--- config.mk ---
export PLATFORM = sky130hd
export DESIGN_NAME = uart_prog_streamer
export DESIGN_NICKNAME = d
export VERILOG_FILES = /design/src/rtl/uart_prog_streamer.sv
export SDC_FILE = /design/constraint.sdc
export NUM_CORES = 1
export LEC_CHECK = 0
export CORE_ASPECT_RATIO = 1.2
export CORE_MARGIN = 2
export CORE_UTILIZATION = 45
export DETAILED_ROUTE_END_ITERATION = 8
export GPL_TIMING_DRIVEN = 0
export HOLD_SLACK_MARGIN = 0.1
export PLACE_DENSITY_LB_ADDON = 0.15
export RECOVER_POWER = 25
export SLEW_MARGIN = 20
export SYNTH_ARGS = -nofsm -noshare
export SYNTH_HDL_FRONTEND = slang
export SYNTH_SLANG_ARGS = --single-unit
--- constraint.sdc ---
create_clock -name clk_i -period 2.8 [get_ports clk_i]
set_input_delay 0.7 -clock clk_i [delete_from_list [all_inputs] [get_ports clk_i]]
set_output_delay 0.7 -clock clk_i [all_outputs]
set_load 0.005 [all_outputs]
--- src/rtl/uart_prog_streamer.sv ---
// uart_prog_streamer: fetches DATA_W-bit words from a synchronous read port and
// sends each one LSB-byte-first as UART frames on tx_o, one word per ready check.
// Optional feature macro: UART_STREAM_PARITY_EN (adds an even-parity bit, 8E1/8E2).
module uart_prog_streamer #(
    parameter int DATA_W       = 32,
    parameter int ADDR_W       = 14,
    parameter int CLKS_PER_BIT = 868,
    parameter int GAP_CLKS     = 0,
    parameter int STOP_BITS    = 1
) (
    input  logic              clk_i,
    input  logic              rst_ni,
    input  logic              start_i,
    input  logic [ADDR_W:0]   word_count_i,
    input  logic [ADDR_W-1:0] base_addr_i,
    input  logic              ready_i,
    output logic              mem_req_o,
    output logic [ADDR_W-1:0] mem_addr_o,
    input  logic [DATA_W-1:0] mem_rdata_i,
    input  logic              mem_valid_i,
    output logic              tx_o,
    output logic              busy_o,
    output logic              done_o,
    output logic [ADDR_W:0]   words_sent_o
);

    localparam int NB   = DATA_W / 8;
    localparam int BI_W = (NB > 1) ? $clog2(NB) : 1;

    localparam logic [31:0]     BIT_RELOAD  = 32'(CLKS_PER_BIT - 1);
    localparam logic [31:0]     STOP_RELOAD = 32'(STOP_BITS * CLKS_PER_BIT - 1);
    localparam logic [31:0]     GAP_RELOAD  = 32'(GAP_CLKS - 1);
    localparam logic [BI_W-1:0] LAST_BYTE   = BI_W'(NB - 1);

    typedef enum logic [3:0] {
        ST_IDLE     = 4'd0,
        ST_WAIT_RDY = 4'd1,
        ST_FETCH    = 4'd2,
        ST_START    = 4'd3,
        ST_DATA     = 4'd4,
`ifdef UART_STREAM_PARITY_EN
        ST_PARITY   = 4'd5,
`endif
        ST_STOP     = 4'd6,
        ST_GAP      = 4'd7,
        ST_DONE     = 4'd8
    } state_e;

    state_e            state_q, state_d;
    logic [31:0]       cnt_q, cnt_d;
    logic [2:0]        bit_q, bit_d;
    logic [BI_W-1:0]   byte_idx_q, byte_idx_d;
    logic [DATA_W-1:0] word_q, word_d;
    logic [ADDR_W:0]   count_q, count_d;
    logic [ADDR_W-1:0] base_q, base_d;
    logic [ADDR_W:0]   words_sent_q, words_sent_d;
    logic              mem_req_q, mem_req_d;
    logic [ADDR_W-1:0] mem_addr_q, mem_addr_d;
    logic              tx_q, tx_d;
    logic              busy_q, busy_d;
    logic              done_q, done_d;
    logic              rdy_meta_q, rdy_meta_d;
    logic              rdy_sync_q, rdy_sync_d;
    logic              frame_end_s;
    logic [ADDR_W:0]   words_inc_s;
    logic [7:0]        cur_byte_s;

    // Two-flop synchroniser input for the asynchronous target-ready line.
    always_comb begin
        rdy_meta_d = ready_i;
        rdy_sync_d = rdy_meta_q;
    end

    // Next-state and datapath: sequencing, bit timing down-counter, word/byte tracking.
    always_comb begin
        state_d      = state_q;
        cnt_d        = cnt_q;
        bit_d        = bit_q;
        byte_idx_d   = byte_idx_q;
        word_d       = word_q;
        count_d      = count_q;
        base_d       = base_q;
        words_sent_d = words_sent_q;
        mem_req_d    = 1'b0;
        mem_addr_d   = mem_addr_q;
        frame_end_s  = 1'b0;
        words_inc_s  = words_sent_q + (ADDR_W+1)'(1'b1);

        case (state_q)
            ST_IDLE: begin
                if (start_i) begin
                    count_d      = word_count_i;
                    base_d       = base_addr_i;
                    words_sent_d = {(ADDR_W+1){1'b0}};
                    if (word_count_i == {(ADDR_W+1){1'b0}}) begin
                        state_d = ST_DONE;
                    end else begin
                        state_d = ST_WAIT_RDY;
                    end
                end else begin
                    state_d = ST_IDLE;
                end
            end
            ST_WAIT_RDY: begin
                if (rdy_sync_q) begin
                    state_d    = ST_FETCH;
                    mem_req_d  = 1'b1;
                    mem_addr_d = base_q + words_sent_q[ADDR_W-1:0];
                end else begin
                    state_d = ST_WAIT_RDY;
                end
            end
            ST_FETCH: begin
                // Data is only taken after the strobe cycle (read latency >= 1).
                if (mem_valid_i && !mem_req_q) begin
                    word_d     = mem_rdata_i;
                    byte_idx_d = {BI_W{1'b0}};
                    cnt_d      = BIT_RELOAD;
                    state_d    = ST_START;
                end else begin
                    state_d = ST_FETCH;
                end
            end
            ST_START: begin
                if (cnt_q == 32'd0) begin
                    cnt_d   = BIT_RELOAD;
                    bit_d   = 3'd0;
                    state_d = ST_DATA;
                end else begin
                    cnt_d = cnt_q - 32'd1;
                end
            end
            ST_DATA: begin
                if (cnt_q == 32'd0) begin
                    if (bit_q == 3'd7) begin
`ifdef UART_STREAM_PARITY_EN
                        cnt_d   = BIT_RELOAD;
                        state_d = ST_PARITY;
`else
                        cnt_d   = STOP_RELOAD;
                        state_d = ST_STOP;
`endif
                    end else begin
                        cnt_d = BIT_RELOAD;
                        bit_d = bit_q + 3'd1;
                    end
                end else begin
                    cnt_d = cnt_q - 32'd1;
                end
            end
`ifdef UART_STREAM_PARITY_EN
            ST_PARITY: begin
                if (cnt_q == 32'd0) begin
                    cnt_d   = STOP_RELOAD;
                    state_d = ST_STOP;
                end else begin
                    cnt_d = cnt_q - 32'd1;
                end
            end
`endif
            ST_STOP: begin
                if (cnt_q == 32'd0) begin
                    if (GAP_CLKS > 0) begin
                        cnt_d   = GAP_RELOAD;
                        state_d = ST_GAP;
                    end else begin
                        frame_end_s = 1'b1;
                    end
                end else begin
                    cnt_d = cnt_q - 32'd1;
                end
            end
            ST_GAP: begin
                if (cnt_q == 32'd0) begin
                    frame_end_s = 1'b1;
                end else begin
                    cnt_d = cnt_q - 32'd1;
                end
            end
            ST_DONE: begin
                state_d = ST_IDLE;
            end
            default: begin
                state_d = ST_IDLE;
            end
        endcase

        // End of a frame: next byte of the same word, or word bookkeeping.
        if (frame_end_s) begin
            if (byte_idx_q != LAST_BYTE) begin
                byte_idx_d = byte_idx_q + BI_W'(1'b1);
                word_d     = word_q >> 4'd8;
                cnt_d      = BIT_RELOAD;
                state_d    = ST_START;
            end else begin
                words_sent_d = words_inc_s;
                if (words_inc_s == count_q) begin
                    state_d = ST_DONE;
                end else begin
                    state_d = ST_WAIT_RDY;
                end
            end
        end else begin
            byte_idx_d = byte_idx_d;
        end
    end

    // Output decode from the next state so tx/busy/done are registered and glitch-free.
    always_comb begin
        busy_d     = 1'b0;
        done_d     = 1'b0;
        tx_d       = 1'b1;
        cur_byte_s = word_d[7:0];
        case (state_d)
            ST_IDLE:     busy_d = 1'b0;
            ST_WAIT_RDY: busy_d = 1'b1;
            ST_FETCH:    busy_d = 1'b1;
            ST_START: begin
                busy_d = 1'b1;
                tx_d   = 1'b0;
            end
            ST_DATA: begin
                busy_d = 1'b1;
                tx_d   = cur_byte_s[bit_d];
            end
`ifdef UART_STREAM_PARITY_EN
            ST_PARITY: begin
                busy_d = 1'b1;
                tx_d   = ^cur_byte_s;
            end
`endif
            ST_STOP:     busy_d = 1'b1;
            ST_GAP:      busy_d = 1'b1;
            ST_DONE:     done_d = 1'b1;
            default:     busy_d = 1'b0;
        endcase
    end

    // State and datapath registers; reset forces the line idle-high immediately.
    always_ff @(posedge clk_i or negedge rst_ni) begin
        if (!rst_ni) begin
            state_q      <= ST_IDLE;
            cnt_q        <= 32'd0;
            bit_q        <= 3'd0;
            byte_idx_q   <= {BI_W{1'b0}};
            word_q       <= {DATA_W{1'b0}};
            count_q      <= {(ADDR_W+1){1'b0}};
            base_q       <= {ADDR_W{1'b0}};
            words_sent_q <= {(ADDR_W+1){1'b0}};
            mem_req_q    <= 1'b0;
            mem_addr_q   <= {ADDR_W{1'b0}};
            tx_q         <= 1'b1;
            busy_q       <= 1'b0;
            done_q       <= 1'b0;
            rdy_meta_q   <= 1'b0;
            rdy_sync_q   <= 1'b0;
        end else begin
            state_q      <= state_d;
            cnt_q        <= cnt_d;
            bit_q        <= bit_d;
            byte_idx_q   <= byte_idx_d;
            word_q       <= word_d;
            count_q      <= count_d;
            base_q       <= base_d;
            words_sent_q <= words_sent_d;
            mem_req_q    <= mem_req_d;
            mem_addr_q   <= mem_addr_d;
            tx_q         <= tx_d;
            busy_q       <= busy_d;
            done_q       <= done_d;
            rdy_meta_q   <= rdy_meta_d;
            rdy_sync_q   <= rdy_sync_d;
        end
    end

    assign mem_req_o    = mem_req_q;
    assign mem_addr_o   = mem_addr_q;
    assign tx_o         = tx_q;
    assign busy_o       = busy_q;
    assign done_o       = done_q;
    assign words_sent_o = words_sent_q;

endmodule

=== After elaboration in Yosys (flattened, before gate mapping) ===
Cells that the tools add are included.

* Flip-flop bits (word level): 137
* Latch bits: 0
* Memory bits (writable): 0
* Bits in read-only memories: 0
* Bits of input ports: 66
* Output and inout bits: 33
* Memories kept: 0

* Add/subtract/negate cells: 5
* Multiply operators: 0
* Div/mod/pow operators: 0
* Order comparisons: 1
* Equal/unequal tests: 16
* Shifts and indexed selects: 0
* Muxes and demuxes: 42
* Bitwise gates (word level): 0
* Reductions and logical operators: 10

{| class="wikitable"
|+ Operators by type and width
! kind !! number
|-
| 32-bit two-way mux || 9
|-
| 32-bit one-hot mux with 3 select lines || 1
|-
| 15-bit two-way mux || 4
|-
| 32-bit zero test || 1
|-
| 4-bit two-way mux || 8
|-
| 32-bit by 1-bit subtractor with 32-bit output (second input constant) || 1
|-
| 4-bit by 3-bit == test with 1-bit output (second input constant) || 6
|-
| 4-bit one-hot mux with 6 select lines || 1
|-
| 4-bit by 2-bit == test with 1-bit output (second input constant) || 4
|-
| 15-bit by 1-bit adder with 15-bit output (second input constant) || 1
|-
| 15-bit == test || 1
|-
| 15-bit zero test || 1
|-
| 14-bit adder || 1
|-
| 2-bit two-way mux || 5
|-
| 3-bit two-way mux || 3
|-
| 4-bit by 1-bit == test with 1-bit output (second input constant) || 2
|-
| 1-bit two-way mux || 8
|-
| 3-bit one-hot mux with 2 select lines || 1
|-
| 6-bit OR reduction || 1
|-
| 4-bit == test (second input constant) || 1
|-
| 4-bit zero test || 1
|-
| 3-bit by 4-bit < comparator with 1-bit output (second input constant) || 1
|-
| 2-bit AND reduction || 2
|-
| 2-bit OR reduction || 2
|-
| 8 further kinds || 8
|}

=== Longest topological paths before layout ===
* Depth in word-level cells: 9
* Gate-level depth with buffers: 12
* Gate-level depth less buffers: 11

=== Worst setup path after synthesis ===
Ideal clock, no wire load.

* Path kind: register to register
* Start point: register cnt_q[17]
* End point: register tx_q, in the netlist tx_o
* Data arrival time: 2808 ps
* Setup slack: -89 ps
* Cell stages (with the launch flop): 11
* Clock period less this slack: 2889 ps
* Cells stage by stage: dfrtp_1 or3_1 buf_2 or4_4 or4_4 o21a_1 buf_6 mux2_1 nand3_1 and4bb_1 a211oi_2

* Longest elaborated chain between the ends: 7
* Elaborated cells between the ends (all ways): 16
* Classes of those cells: 2 x eq/ne; 13 x mux; 1 x reduce/logical

{| class="wikitable"
|+ RTL lines
! element !! line !! RTL
|-
| start, declared || 50 || <nowiki>logic [31:0] cnt_q, cnt_d;</nowiki>
|-
| start signal, assigned || 259 || <nowiki>cnt_q <= cnt_d;</nowiki>
|-
| 32-bit zero test (*) || -- ||
|-
| 1-bit two-way mux || 162 || <nowiki>if (cnt_q == 32'd0) begin</nowiki>
|-
| 1-bit two-way mux || -- ||
|-
| 32-bit two-way mux || 189 || <nowiki>if (frame_end_s) begin</nowiki>
|-
| 1-bit binary-select mux with 3-bit select || 224 || <nowiki>tx_d = cur_byte_s[bit_d];</nowiki>
|-
| 1-bit two-way mux (implied by the code) || 224 ||
|-
| 1-bit one-hot mux with 2 select lines (*) || 214 || <nowiki>case (state_d)</nowiki>
|-
| via tx_d || 59 || <nowiki>logic tx_q, tx_d;</nowiki>
|-
| end signal, assigned || 268 || <nowiki>tx_q <= tx_d;</nowiki>
|-
| end, declared || 59 ||
|}

The timed path passes the listed nets; every way through them passes the cells marked *. The select of a mux whose other input is x is not followed.
A chain may end at the register's enable or synchronous reset.

=== Final worst setup path ===
* Start point: register cnt_q[18]
* End point: register tx_q, in the netlist tx_o

The elaborated chain is that of the path after synthesis.

==> summary.txt <==
Global route
  • GRT Residual Overflow: 0
  • First-pass GRT wire length: 32,400 um
  • Tot GR Track Use: a little under a quarter
  • Initial antenna violation count: 0
  • Vias in the first global route: around 6.5k
  • Largest net degree at the start of global routing: 80

Detailed routing
  • DR iter-0 viols: around 440
  • Routed vias/inst: approximately 5.6
  • ANT nets after route: 0
  • Via count: about 6.7k
  • Detailed Routing Iterations Pass 1: 6
  • Drt wl/cell: roughly 17 um
  • Routed wire length: a little over 20,000 um
  • Residual DRC: 0

Logic synthesis
  • Asr flop ratio synth: 100%
  • Register area share after synthesis: between 40 and 50%
  • Mapped Area: between 0.007 and 0.008 mm^2
  • Post-synth EDFFs: 0
  • Netlist cell types: 64
  • Post-Syn Nets: roughly 900
  • Synthesized area per cell: 9.45 um^2
  • Top_reg_cell synth: dfrtp_1
  • Synth Warn #: 0
  • #FFs+latches synth: around 140
  • Post-Synthesis Cells: ~820

Clocking
  • Clock sink count: 137
  • Root Driver: clkbuf_16
  • H-tree level count: 4
  • Worst-path clk slew: 0.06 ns
  • TritonCTS buffer count: 17
  • Skew-Pair Late Insertion Delay: roughly 0.43 ns
  • CTS tree: done
  • Clock Path Buffers: 2
  • # hold bufs at CTS: 0

Status
  • Outcome: complete, but fails checks
  • Failing checks: max-capacitance violations, max-slew violations, negative setup slack

Placed design
  • Post-DP HPWL: between 10,000 and 15,000 um
  • Port bufs: 98
  • Gpl congestion: a little under 0.9

STA
  • Hold slack: ~0.35 ns
  • Final Setup Violations: 3
  • Setup WS post-layout: -0.144 ns
  • Max-slew violation count: slightly below 60
  • Tmin final: 2.94 ns
  • Final Cycle Share: 105%
  • Clock skew: 0.00838 ns
  • RSZ-0062 raised after global routing: true
  • FMAX: 340 MHz
  • Hold Vio Cnt, Final: 0
  • Slew margin rel.: -0.627%
  • TNS Setup: -0.173 ns
  • Slew @ Worst Pin: between 1.5 and 2 ns

Hold path
  • Min-Delay Startpoint: rdy_meta_q
  • Worst Hold Endpoint: rdy_sync_q
  • Hold crit path type: register to register
  • Worst Hold Depth: 0

Critical path
  • CP arrival: 3.28 ns
  • Flop2flop setup slack: -0.14 ns
  • Critical Path Sink Type: register
  • Reg2reg path depth: 9
  • CP Class: register to register
  • Worst path required time: between 3 and 4 ns
  • Crit path launch type: register
  • Reg2reg start: cnt_q[18]
  • Worst Path Max Fanout: 7
  • FF-to-FF End: tx_o

Floorplan
  • Die height: around 150 um
  • Die area: ~0.018 mm^2
  • IO Pins: 99
  • Starting Density: a little under half
  • Core area: ~0.017 mm^2
  • Placement Rows: 52
  • DIE WIDTH: about 120 um

Cells and area
  • Final #Nets: approximately 1.0k
  • FILL cells: 1,485
  • ANT cells: 0
  • Share of cells above drive strength 1: between 10% and 20%
  • Area Overhead vs Synth: 30.1%

Power
  • Peak supply drop: approximately 0.00056 V
  • Total leakage power: between 0.004 and 0.005 uW
  • Pwr/cell area: around 870 mW/mm^2
  • Final Total Pwr: approximately 8700 uW

Flow run
  • Max-cap violation count: 1
## cell usage after synthesis (all sizes together) (18+ instances only)
library cell | count | area [um^2]
o21ai | 70 | 350
clkbuf | 32 | 120
nand3 | 28 | 140
dfrtp | 136 | 3400
inv | 18 | 67.6
mux2 | 36 | 409
xnor2 | 21 | 184
mux2i | 37 | 370
a21oi | 61 | 305
nor2 | 75 | 284
nor3 | 30 | 160
ha | 19 | 238
nand2 | 68 | 255
## registers in the layout, indices dropped and copies added (netlist names)
register,flops
cnt_q,32
word_q,32
count_q,15
words_sent_o,15
base_q,14
mem_addr_o,14
state_q,4
bit_q,3
byte_idx_q,2
busy_o,1
done_o,1
mem_req_o,1
rdy_meta_q,1
rdy_sync_q,1
tx_o,1
## layout by cell type (no fill, tap or decap), drive strengths merged, types with 4 or more instances in the layout
master,instances
a211oi,4
a21o,7
a21oi,61
a22o,8
a31oi,5
and2,6
and3,5
and4,5
buf,42
clkbuf,47
clkdlybuf4s50,96
clkinv,6
dfrtp,136
ha,19
inv,21
mux2,36
mux2i,37
nand2,68
nand2b,12
nand3,28
nand4,11
nor2,75
nor2b,4
nor3,30
nor4,17
o21a,4
o21ai,70
o31ai,14
or2,6
or3,12
or4,6
xnor2,21
xor2,13
## logic make-up (layout without fill, tap and decap cells)
| kind of cell | count (synthesis) | after routing | synth area share (%) |
|---|---|---|---|
| xor gates and xnor gates | 36 | 36 | 4.45 |
| DFF | 137 | 137 | 44.5 |
| buffers and inverters | 62 | 217 | 3.25 |
| and+or+nand+nor | 294 | 294 | 19.2 |
| muxes | 73 | 73 | 10.1 |
| adders and majority gates | 20 | 20 | 3.34 |
| AOI/OAI and AO/OA | 194 | 194 | 15.1 |
## power breakdown
group	internal (uW)	total, uW	switching (uW)
Clock	1340	2240	899
Sequential	2660	3180	515
Combinational	1670	3320	1650
Total	5670	8730	3070
## per-stage QoR
| step | setup WS, ns | instances | area, um^2 | utilization (%) |
|---|---|---|---|---|
| after floorplan | 0.000376 | 816 | 7730 | - |
| after global placement | -4.62 | 1130 | 8980 | 53.3 |
| after detailed placement | -0.419 | 1131 | 9010 | 53.5 |
| after CTS | -0.196 | 1174 | 9820 | 58.3 |
| after global routing | -0.227 | 1187 | 10000 | 59.5 |
| final | -0.144 | 1187 | 10000 | 59.5 |
## critical path, cell delays in order, from the launching register on
cell and delay, ns:
dfrtp_1 0.37, or3_4 0.40, or4_4 0.58, or4_4 0.44, o21a_1 0.13, buf_6 0.14, mux2_4 0.31, nor3_4 0.13
a211oi_2 0.06, a211oi_2 0.28
## cell type report
cell class	count	area, um^2	area share, %
Clock inverter	13	143	1.42
Tap cell	216	270	2.69
Sequential cell	137	3430	34.2
Timing Repair Buffer	131	1260	12.6
Inverter	18	67.6	0.674
Buffer	36	174	1.73
Multi-Input combinational cell	617	4240	42.2
Clock buffer	19	443	4.42
## per-layer routing
layer,part of all wire [%],GRT usage [%]
met1,42,27.5
met2,52,39.9
met3,3.9,4.36
met4,1.8,8.30
met5,0,0
## timing repair
item                       in CTS  in global routing
gates resized for setup        25                 43
hold endpoints to repair        0                  0
buffers inserted               15                 17
setup endpoints to repair      57                 71
pin swaps                      10                 10
## worst max-delay path by stage
stage           startpoint   endpoint  slack [ns]
2_1_floorplan    cnt_q[17]       tx_o      0.0004
3_3_place_gp        rst_ni  cnt_q[25]       -4.62
3_5_place_dp   mem_valid_i       tx_o       -0.42
4_1_cts          cnt_q[13]       tx_o       -0.20
5_1_grt         state_q[3]       tx_o       -0.23
6_report         cnt_q[18]       tx_o       -0.14
Note: power is estimated with default switching activity, not from simulation.
